### src/rtl/exu_dp_core_if.sv
// Bundle between the EXU datapath mux (master) and the execution datapath core (slave).
// Carries the GPR read/write ports and the ALU operand/result lines.
interface exu_dp_if #(
   parameter int unsigned XLEN         = 32,
   parameter int unsigned GPR_AW       = 5,
   parameter int unsigned ALU_OPC_SIZE = 4
);
   logic [GPR_AW-1:0]       gpr_raddr1;
   logic [GPR_AW-1:0]       gpr_raddr2;
   logic [XLEN-1:0]         gpr_rdata1;
   logic [XLEN-1:0]         gpr_rdata2;
   logic [GPR_AW-1:0]       gpr_waddr;
   logic [XLEN-1:0]         gpr_wdata;
   logic                    gpr_wen;
   logic [ALU_OPC_SIZE-1:0] alu_opcode;
   logic [XLEN-1:0]         alu_src1;
   logic [XLEN-1:0]         alu_src2;
   logic [XLEN-1:0]         alu_dst;

   modport master (
      output gpr_raddr1, gpr_raddr2, gpr_waddr, gpr_wdata, gpr_wen,
             alu_opcode, alu_src1, alu_src2,
      input  gpr_rdata1, gpr_rdata2, alu_dst
   );

   modport slave (
      input  gpr_raddr1, gpr_raddr2, gpr_waddr, gpr_wdata, gpr_wen,
             alu_opcode, alu_src1, alu_src2,
      output gpr_rdata1, gpr_rdata2, alu_dst
   );
endinterface

### src/rtl/exu_dp_core.sv
// Execution datapath: 32-entry GPR file with x0 hardwired to zero, integer ALU,
// and a retired-write counter plus last-write record for the trace port.
module exu_dp_core #(
   parameter int unsigned XLEN      = 32,
   parameter int unsigned GPR_AW    = 5,
   parameter bit          BYPASS_EN = 1'b1,
   parameter int unsigned CNT_W     = 32
) (
   input  logic              clk,
   input  logic              rst_n,
   exu_dp_if.slave           dp_op,
   output logic [CNT_W-1:0]  dbg_wr_cnt,
   output logic [GPR_AW-1:0] dbg_last_waddr,
   output logic [XLEN-1:0]   dbg_last_wdata,
   output logic              dbg_wr_vld
);

   localparam int unsigned NREG = 2 ** GPR_AW;
   localparam int unsigned SHW  = $clog2(XLEN);

   typedef enum logic [3:0] {
      ALU_ADD  = 4'd0,
      ALU_SUB  = 4'd1,
      ALU_SLL  = 4'd2,
      ALU_SLT  = 4'd3,
      ALU_SLTU = 4'd4,
      ALU_XOR  = 4'd5,
      ALU_SRL  = 4'd6,
      ALU_SRA  = 4'd7,
      ALU_OR   = 4'd8,
      ALU_AND  = 4'd9
   } alu_op_e;

   logic [XLEN-1:0]   gpr_q [NREG];
   logic              wr_commit;
   logic [GPR_AW-1:0] raddr [2];
   logic [XLEN-1:0]   rdata [2];

   assign wr_commit = dp_op.gpr_wen && (dp_op.gpr_waddr != '0);

   // ------------------------------------------------------------------
   // Register file
   // ------------------------------------------------------------------
   // NOTE: the GPRs must all clear on reset, so they are built from flops rather
   // than a RAM macro; a RAM array cannot be reset in one cycle.
   always_ff @(posedge clk or negedge rst_n) begin
      if (!rst_n) begin
         for (int i = 0; i < NREG; i++) gpr_q[i] <= '0;
      end else if (wr_commit) begin
         // NOTE: state is always updated with <= so every flop samples pre-edge values.
         gpr_q[dp_op.gpr_waddr] <= dp_op.gpr_wdata;
      end
   end

   assign raddr[0] = dp_op.gpr_raddr1;
   assign raddr[1] = dp_op.gpr_raddr2;

   always_comb begin
      for (int p = 0; p < 2; p++) begin
         rdata[p] = gpr_q[raddr[p]];
         if (BYPASS_EN && wr_commit && (raddr[p] == dp_op.gpr_waddr))
            rdata[p] = dp_op.gpr_wdata;
         // x0 wins over everything, including a bypassed write.
         if (raddr[p] == '0)
            rdata[p] = '0;
      end
   end

   assign dp_op.gpr_rdata1 = rdata[0];
   assign dp_op.gpr_rdata2 = rdata[1];

   // ------------------------------------------------------------------
   // ALU
   // ------------------------------------------------------------------
   logic [XLEN-1:0] src1, src2;
   logic [SHW-1:0]  shamt;

   assign src1  = dp_op.alu_src1;
   assign src2  = dp_op.alu_src2;
   assign shamt = src2[SHW-1:0];

   always_comb begin
      // NOTE: default first so every path assigns alu_dst and no latch is inferred.
      dp_op.alu_dst = '0;
      case (alu_op_e'(dp_op.alu_opcode))
         ALU_ADD:  dp_op.alu_dst = src1 + src2;
         ALU_SUB:  dp_op.alu_dst = src1 - src2;
         ALU_SLL:  dp_op.alu_dst = src1 << shamt;
         ALU_SLT:  dp_op.alu_dst = {{(XLEN-1){1'b0}}, ($signed(src1) < $signed(src2))};
         ALU_SLTU: dp_op.alu_dst = {{(XLEN-1){1'b0}}, (src1 < src2)};
         ALU_XOR:  dp_op.alu_dst = src1 ^ src2;
         ALU_SRL:  dp_op.alu_dst = src1 >> shamt;
         ALU_SRA:  dp_op.alu_dst = $unsigned($signed(src1) >>> shamt);
         ALU_OR:   dp_op.alu_dst = src1 | src2;
         ALU_AND:  dp_op.alu_dst = src1 & src2;
         default:  dp_op.alu_dst = '0;
      endcase
   end

   // ------------------------------------------------------------------
   // Debug / trace record
   // ------------------------------------------------------------------
   always_ff @(posedge clk or negedge rst_n) begin
      if (!rst_n) begin
         dbg_wr_cnt     <= '0;
         dbg_last_waddr <= '0;
         dbg_last_wdata <= '0;
         dbg_wr_vld     <= 1'b0;
      end else begin
         dbg_wr_vld <= wr_commit;
         if (wr_commit) begin
            dbg_wr_cnt     <= dbg_wr_cnt + CNT_W'(1);
            dbg_last_waddr <= dp_op.gpr_waddr;
            dbg_last_wdata <= dp_op.gpr_wdata;
         end
      end
   end

endmodule

### src/flat_wrapper.sv
// flat-port wrapper written by rule: the top's interface ports become plain ports
module exu_dp_core_flat 
#(
   parameter int unsigned XLEN      = 32,
   parameter int unsigned GPR_AW    = 5,
   parameter bit          BYPASS_EN = 1'b1,
   parameter int unsigned CNT_W     = 32
)
  (clk, rst_n, dbg_wr_cnt, dbg_last_waddr, dbg_last_wdata, dbg_wr_vld, dp_op_gpr_raddr1, dp_op_gpr_raddr2, dp_op_gpr_waddr, dp_op_gpr_wdata, dp_op_gpr_wen, dp_op_alu_opcode, dp_op_alu_src1, dp_op_alu_src2, dp_op_gpr_rdata1, dp_op_gpr_rdata2, dp_op_alu_dst);
  exu_dp_if #(.XLEN(XLEN), .GPR_AW(GPR_AW)) dp_op_i ();
  input  logic clk;
  input  logic rst_n;
  output logic [CNT_W-1:0] dbg_wr_cnt;
  output logic [GPR_AW-1:0] dbg_last_waddr;
  output logic [XLEN-1:0] dbg_last_wdata;
  output logic dbg_wr_vld;
  input wire logic [$bits(dp_op_i.gpr_raddr1)-1:0] dp_op_gpr_raddr1;
  input wire logic [$bits(dp_op_i.gpr_raddr2)-1:0] dp_op_gpr_raddr2;
  input wire logic [$bits(dp_op_i.gpr_waddr)-1:0] dp_op_gpr_waddr;
  input wire logic [$bits(dp_op_i.gpr_wdata)-1:0] dp_op_gpr_wdata;
  input wire logic [$bits(dp_op_i.gpr_wen)-1:0] dp_op_gpr_wen;
  input wire logic [$bits(dp_op_i.alu_opcode)-1:0] dp_op_alu_opcode;
  input wire logic [$bits(dp_op_i.alu_src1)-1:0] dp_op_alu_src1;
  input wire logic [$bits(dp_op_i.alu_src2)-1:0] dp_op_alu_src2;
  output wire logic [$bits(dp_op_i.gpr_rdata1)-1:0] dp_op_gpr_rdata1;
  output wire logic [$bits(dp_op_i.gpr_rdata2)-1:0] dp_op_gpr_rdata2;
  output wire logic [$bits(dp_op_i.alu_dst)-1:0] dp_op_alu_dst;
  assign dp_op_i.gpr_raddr1 = dp_op_gpr_raddr1;
  assign dp_op_i.gpr_raddr2 = dp_op_gpr_raddr2;
  assign dp_op_i.gpr_waddr = dp_op_gpr_waddr;
  assign dp_op_i.gpr_wdata = dp_op_gpr_wdata;
  assign dp_op_i.gpr_wen = dp_op_gpr_wen;
  assign dp_op_i.alu_opcode = dp_op_alu_opcode;
  assign dp_op_i.alu_src1 = dp_op_alu_src1;
  assign dp_op_i.alu_src2 = dp_op_alu_src2;
  assign dp_op_gpr_rdata1 = dp_op_i.gpr_rdata1;
  assign dp_op_gpr_rdata2 = dp_op_i.gpr_rdata2;
  assign dp_op_alu_dst = dp_op_i.alu_dst;
  exu_dp_core #(.XLEN(XLEN), .GPR_AW(GPR_AW), .BYPASS_EN(BYPASS_EN), .CNT_W(CNT_W)) u_core (.clk(clk), .rst_n(rst_n), .dp_op(dp_op_i), .dbg_wr_cnt(dbg_wr_cnt), .dbg_last_waddr(dbg_last_waddr), .dbg_last_wdata(dbg_last_wdata), .dbg_wr_vld(dbg_wr_vld));
endmodule
### config.mk
export PLATFORM = sky130hd
export DESIGN_NAME = exu_dp_core_flat
export DESIGN_NICKNAME = d
export VERILOG_FILES = /design/src/rtl/exu_dp_core_if.sv /design/src/rtl/exu_dp_core.sv /design/src/flat_wrapper.sv
export SDC_FILE = /design/constraint.sdc
export NUM_CORES = 2
export LEC_CHECK = 0
export CAP_MARGIN = 30
export CORE_MARGIN = 2
export CORE_UTILIZATION = 62
export DETAILED_ROUTE_END_ITERATION = 6
export PLACE_DENSITY_LB_ADDON = 0.05
export SLEW_MARGIN = 5
export SYNTH_ARGS = -nofsm -noshare
export SYNTH_HDL_FRONTEND = slang
export SYNTH_SLANG_ARGS = --single-unit
### constraint.sdc
create_clock -name clk -period 6.4 [get_ports clk]
set_input_delay 1.28 -clock clk [delete_from_list [all_inputs] [get_ports clk]]
set_output_delay 1.28 -clock clk [all_outputs]
set_load 0.01 [all_outputs]
; ---- Word level (Yosys, flattened, before mapping)
; Cells that the tools add are included.
[word_totals]
input_bits = 118
register_bits = 1094
out_inout_bits = 166
elab_cells = 87
[op_classes]
n_reduce_logical = 8
shifts = 3
bitwise_logic = 6
n_addsub = 3
muxes = 14
n_eq_ne = 11
magnitude_cmp = 6
[op_table]
columns = cell, count
row1 = bitwise mux 1024 bit, 1
row2 = binary-select mux 32 bit (select 5 bit), 2
row3 = case mux 32 bit (10 select lines), 1
row4 = two-way mux 32 bit, 9
row5 = demux 32 bit (select 5 bit), 1
row6 = < comparator 32 bit, 2
row7 = "adder 32 x 1 -> 32 bit, second input constant", 1
row8 = adder 32 bit, 1
row9 = bitwise AND 32 bit, 1
row10 = bitwise OR 32 bit, 1
row11 = left shift 32 x 5 -> 32 bit, 1
row12 = right shift 32 x 5 -> 32 bit, 1
row13 = >>> shifter 32 x 5 -> 32 bit, 1
row14 = subtractor 32 bit, 1
row15 = XOR 32 bit, 1
row16 = "greater-or-equal comparator 6 bit, second input constant", 3
row17 = NOT 5 -> 6 bit, 3
row18 = "equality test 4 x 3 -> 1 bit, second input constant", 4
row19 = equality test 5 bit, 2
row20 = zero test 5 bit, 2
row21 = "equality test 4 x 2 -> 1 bit, second input constant", 2
row22 = "equality test 4 bit, second input constant", 2
row23 = "< comparator 6 x 1 -> 1 bit, second input constant", 1
row24 = nonzero test 5 bit, 1
row25 = other kinds (3), 6

; ---- Longest topological paths before layout
[logic_depth]
depth_word = 6
mapped_depth = 16
ltp_nobuf = 13

; ---- Worst setup path after synthesis
; OpenSTA, ideal clock, no wires.
[synth_timing]
path_kind = input -> output
startpoint = input port dp_op_alu_src2[2]
endpoint = output port dp_op_alu_dst[29]
path_stages = 16
arrival_ps = 4563
path_buffers = 4
setup_slack_ps = 557
path_cell_list = clkbuf_1 inv_1 buf_1 clkbuf_1 ha_1 buf_4 nor3_1 o21ai_0 a211oi_1 a21oi_1 nor3_1 o21ai_1 o21ai_1 a211oi_1 o21a_1 o31ai_1
[synth_via]
elab_chain_len = 2
elab_cells_between_ends = 6
classes_between = add/sub (2) / shift (3) / mux (1)
[synth_rtl]
columns = element, line_no
row1 = from (decl), flat_wrapper.sv:24  ; input wire logic [$bits(dp_op_i.alu_src2)-1:0] dp_op_alu_src2;
row2 = "subtractor 32 bit, or another cell as far along", exu_dp_core.sv:87  ; ALU_SUB: dp_op.alu_dst = src1 - src2;
row3 = case mux 32 bit (10 select lines) *, exu_dp_core.sv:85  ; case (alu_op_e'(dp_op.alu_opcode))
row4 = to (decl), flat_wrapper.sv:27  ; output wire logic [$bits(dp_op_i.alu_dst)-1:0] dp_op_alu_dst;
; Every way passes the cells marked *; elsewhere a longest branch is shown, timed or not.

; ---- Final worst setup path
[layout_timing]
startpoint = input port dp_op_alu_src2[14]
endpoint = output port dp_op_alu_dst[31]
[layout_via]
elab_chain_len = 2
elab_cells_between_ends = 3
classes_between = add/sub (2) / mux (1)
[layout_rtl]
columns = element, line_no
row1 = subtractor 32 bit or adder 32 bit (tied branches), "exu_dp_core.sv:87, exu_dp_core.sv:86"
row2 = case mux 32 bit (10 select lines) *, exu_dp_core.sv:85
; Marked as above.

==> reports/results.md <==
| Metric | This run | Unit |
|---|---|---|
| Sum of buffers and inverters on the critical path | 4 | - |
| Post-CTS Setup Inserts | 0 | - |
| Share of the clock period used by the worst path after layout | 0.978 | - |
| Clk_lat worst skew | 0.75 | ns |
| Ranking of synthesized cells by area | sky130_fd_sc_hd__dfrtp_1 42%, sky130_fd_sc_hd__mux4_2 21%, sky130_fd_sc_hd__mux2_2 17%, sky130_fd_sc_hd__mux2i_1 3.0%, sky130_fd_sc_hd__clkbuf_1 2.0% | - |
| Worst hold margin | 0.396 | ns |
| Initial antenna violation count | 5 | - |
| Vias per cell | 7.01 | - |
| Total core area | 105000 | sq um |
| Run status | finished clean | - |
| Aggregate routed wire length | 206 | mm |
| Data arrival time of the worst path | 4.98 | ns |
| Proportion of register bits with asynchronous set or reset after synthesis | 1.00 | - |
| Number of instances in the synthesized netlist | 4935 | - |
| Final number of hold-violating endpoints | 0 | - |
| Synthesized Nets | 5154 | - |
| Final setup slack of the worst path | 0.143 | ns |
| Clock-pin slew reported for the worst setup and hold paths after clock tree synthesis | 0.06 | ns |
| Seq cells post-synth | 1094 | - |
| Most used DFF post-synth | sky130_fd_sc_hd__dfrtp_1 | - |
| Area Growth Syn to Fin | 15.1 | % |
| First-pass GRT wire length | 308 | mm |
| Worst stage delay on the critical path | 0.55 | ns |
| Slowest cell on crit path | sky130_fd_sc_hd__clkdlybuf4s50_1 | - |
| Number of placed instances, taps included | 6410 | - |
| DPL Wire Length | 134 | mm |
| Class of the most critical setup path | primary input to output port | - |
| EDFF count, synth | 0 | - |
| Transition time at the pin with the least slew margin | 1.07 | ns |
| Clock Path Buffers | 3 | - |
| Via count of the first global-routing pass | 46.7k | - |
| RSZ-0062 raised after global routing | no | - |
| Std cell rows | 119 | - |
| Endpoint required time on the critical path | 5.12 | ns |
| Proportion of layout cells with a drive suffix above 1 | 0.424 | - |
| Reported leakage power | 32.6 | nW |
| Effective utilization at floorplan | 0.624 | - |
| Chip Width | 329 | um |
| Type of element launching the critical path | primary input | - |
| Cell Count, Final, Fillers Out | 6630 | - |
| GRT Total Usage | 0.386 | - |
| CTS root buf | sky130_fd_sc_hd__clkbuf_16 | - |
| Peak supply drop | 0.289 | mV |
| Hold WC Path Type | flop to flop | - |
| Proportion of netlist area held by the largest area contributor | 0.418 | - |
| Yosys warning total | 0 | - |
| Synthesized area divided by synthesized cell count | 13.3 | sq um |
| TritonCTS clock tree | yes | - |
| Vert. Die Dim | 329 | um |
| Ordered list of cells on the worst path | clkdlybuf4s50_1, inv_1, ha_1, a21o_1, a31oi_1, o21ai_0, or3_1, o21ai_2, a211oi_1, a2111oi_1, a211o_1, xor2_1, o21ai_0, buf_4, clkdlybuf4s50_1 | - |
| Final-stage net count | 5356 | - |
| Design Area, Final | 75300 | sq um |
| Clock sinks | 1094 | - |
| Count of final setup violators | 0 | - |
| Final worst path period need | 6.26 | ns |
| Standard cell area after detailed placement | 71200 | sq um |
| DRT Pass-1 Iters | 7 | - |
| Layout Skew | 0.0245 | ns |
| Final ANT Viol Nets | 0 | - |
| Pin count of the biggest net entering global routing | 168 | - |
| Critical Path Fanout Max | 3 | - |
| Final weighted congestion in routability-driven placement | 1.02 | - |
| Total of max-cap violations | 0 | - |
| Slew HR | 0.287 | - |
| Vias post-DR | 46.4k | - |
| Num ports | 284 | - |
| Total overflow reported by the global router | 0 | - |
| Sequential-to-total area share from yosys stat | 0.418 | - |
| Count of different cell masters after synthesis | 81 | - |
| Number of buffer cells added on primary ports | 283 | - |
| Post-placement setup slack | -0.115 | ns |
| Maximum clock frequency | 0.160 | GHz |
| Number of pins exceeding their max-slew limit in the final report | 0 | - |
| Setup TNS Final | 0 | ns |
| Remaining DRCs | 0 | - |
| Area of the die | 108000 | sq um |
| Crit path max-delay family | compound AO/OA/AOI/OAI gates | - |
| Summed instance area of the synthesized netlist | 65500 | sq um |
| Power density over cell area | 283 | nW/um^2 |
| CTS buffer count | 114 | - |
| WL/cell | 31.1 | um |
| Maximum level of the CTS H-tree | 3 | - |
| Crit. End Element | output port | - |
| Post-synth top area cell | sky130_fd_sc_hd__dfrtp_1 | - |
| Count of routing violations after the opening detailed-route iteration | 4844 | - |
## flip-flops by register name, indices dropped and copies added, names as in the netlist
| signal | count |
|---|---|
| u_core.gpr_q | 1024 |
| u_core.dbg_last_waddr | 5 |
| u_core.dbg_wr_vld | 1 |
| u_core.dbg_last_wdata | 32 |
| u_core.dbg_wr_cnt | 32 |
## final cells by class
class,count,area (sq um)
diodes,3,7.51
clock buffers,165,3420
clock inverters,50,527
fillers,7194,29600
inverters,93,349
multi-input cells,3228,36000
flip-flops and latches,1094,27400
well taps,1391,1740
repair buffers,606,5920
## cell usage in the layout, fill, tap and decap left out, types with 88 or more instances in the layout
| master | n |
|---|---|
| sky130_fd_sc_hd__mux2_2 | 999 |
| sky130_fd_sc_hd__clkdlybuf4s50_1 | 262 |
| sky130_fd_sc_hd__a21oi_1 | 145 |
| sky130_fd_sc_hd__nor2_1 | 214 |
| sky130_fd_sc_hd__buf_4 | 276 |
| sky130_fd_sc_hd__mux2i_1 | 193 |
| sky130_fd_sc_hd__clkbuf_16 | 115 |
| sky130_fd_sc_hd__ha_1 | 93 |
| sky130_fd_sc_hd__o21ai_0 | 118 |
| sky130_fd_sc_hd__dfrtp_1 | 1094 |
| sky130_fd_sc_hd__a211oi_1 | 141 |
| sky130_fd_sc_hd__nand2_1 | 201 |
| sky130_fd_sc_hd__inv_1 | 88 |
| sky130_fd_sc_hd__mux4_2 | 605 |
## metrics by stage
stage | utilization | total power [mW]
after floorplan | - | 12.6
after detailed placement | 0.678 | 14.5
after global placement | 0.676 | 14.3
after global routing | 0.718 | 22.2
final | 0.718 | 21.4
after CTS | 0.716 | 21.3
## where the power goes
part           internal [mW]  switching, mW
Combinational           3.13           2.21
Sequential              8.19          0.946
Clock                   3.96           2.92
## repair_timing
item                                    CTS  global route
endpoints found under the setup margin    2            14
pin swaps                                 0            15
hold buffers                              0             0
resized for setup                         2            34
hold endpoints to repair                  0             0
## worst reg2reg max path, cell delays in order, from the launching register on
cell and delay [ns]:
sky130_fd_sc_hd__dfrtp_1 0.46, sky130_fd_sc_hd__and4_1 0.27, sky130_fd_sc_hd__and3_1 0.20, sky130_fd_sc_hd__and2_1 0.22
sky130_fd_sc_hd__nand3_1 0.10, sky130_fd_sc_hd__nor3_1 0.60, sky130_fd_sc_hd__nand2_1 0.17, sky130_fd_sc_hd__nor2_1 0.29
sky130_fd_sc_hd__nand2_1 0.14, sky130_fd_sc_hd__nor2_1 0.13, sky130_fd_sc_hd__xor2_1 0.14
## cells by family after synthesis
family	after synthesis	share of synthesized area
xor gates and xnor gates	66	0.00883
muxes	1797	0.409
and+or+nand+nor	653	0.0450
buffers and inverters	613	0.0372
DFF	1094	0.418
adders and majority gates	101	0.0195
AOI/OAI and AO/OA	611	0.0619
## worst paths after layout
kind	startpoint	to	slack [ns]	cells past startpoint
max in group asynchronous	rst_n	u_core.gpr_q[249]	4.26	3
max	dp_op_alu_src2[14]	dp_op_alu_dst[31]	0.14	15
max reg2reg	u_core.dbg_wr_cnt[2]	u_core.dbg_wr_cnt[29]	3.57	10
min	u_core.gpr_q[993]	u_core.gpr_q[993]	0.40	0
min in group asynchronous	rst_n	u_core.gpr_q[680]	0.61	1
min reg2reg	u_core.gpr_q[993]	u_core.gpr_q[993]	0.40	0
## cell usage after synthesis, types with 26 or more instances
| master | count |
|---|---|
| sky130_fd_sc_hd__mux2i_1 | 193 |
| sky130_fd_sc_hd__a211oi_1 | 143 |
| sky130_fd_sc_hd__dfrtp_1 | 1094 |
| sky130_fd_sc_hd__inv_1 | 89 |
| sky130_fd_sc_hd__nand2b_1 | 27 |
| sky130_fd_sc_hd__nor3_1 | 36 |
| sky130_fd_sc_hd__buf_2 | 86 |
| sky130_fd_sc_hd__xnor2_1 | 49 |
| sky130_fd_sc_hd__o21ai_0 | 124 |
| sky130_fd_sc_hd__mux4_2 | 605 |
| sky130_fd_sc_hd__mux2_2 | 999 |
| sky130_fd_sc_hd__buf_1 | 80 |
| sky130_fd_sc_hd__clkbuf_1 | 347 |
| sky130_fd_sc_hd__a21oi_1 | 147 |
| sky130_fd_sc_hd__o211ai_1 | 26 |
| sky130_fd_sc_hd__nand3_1 | 26 |
| sky130_fd_sc_hd__nor2b_1 | 47 |
| sky130_fd_sc_hd__ha_1 | 99 |
| sky130_fd_sc_hd__nor2_1 | 232 |
| sky130_fd_sc_hd__nand2_1 | 212 |
## per-layer routing
| metal | vias up | track usage | routed length (um) |
|---|---|---|---|
| li1 | 19130 | - | - |
| met5 | - | 0 | 20 |
| met4 | 4 | 0.162 | 9370 |
| met1 | 24472 | 0.548 | 83500 |
| met2 | 2337 | 0.594 | 96100 |
| met3 | 503 | 0.0692 | 17400 |
Note: power is estimated with default switching activity, not from simulation.
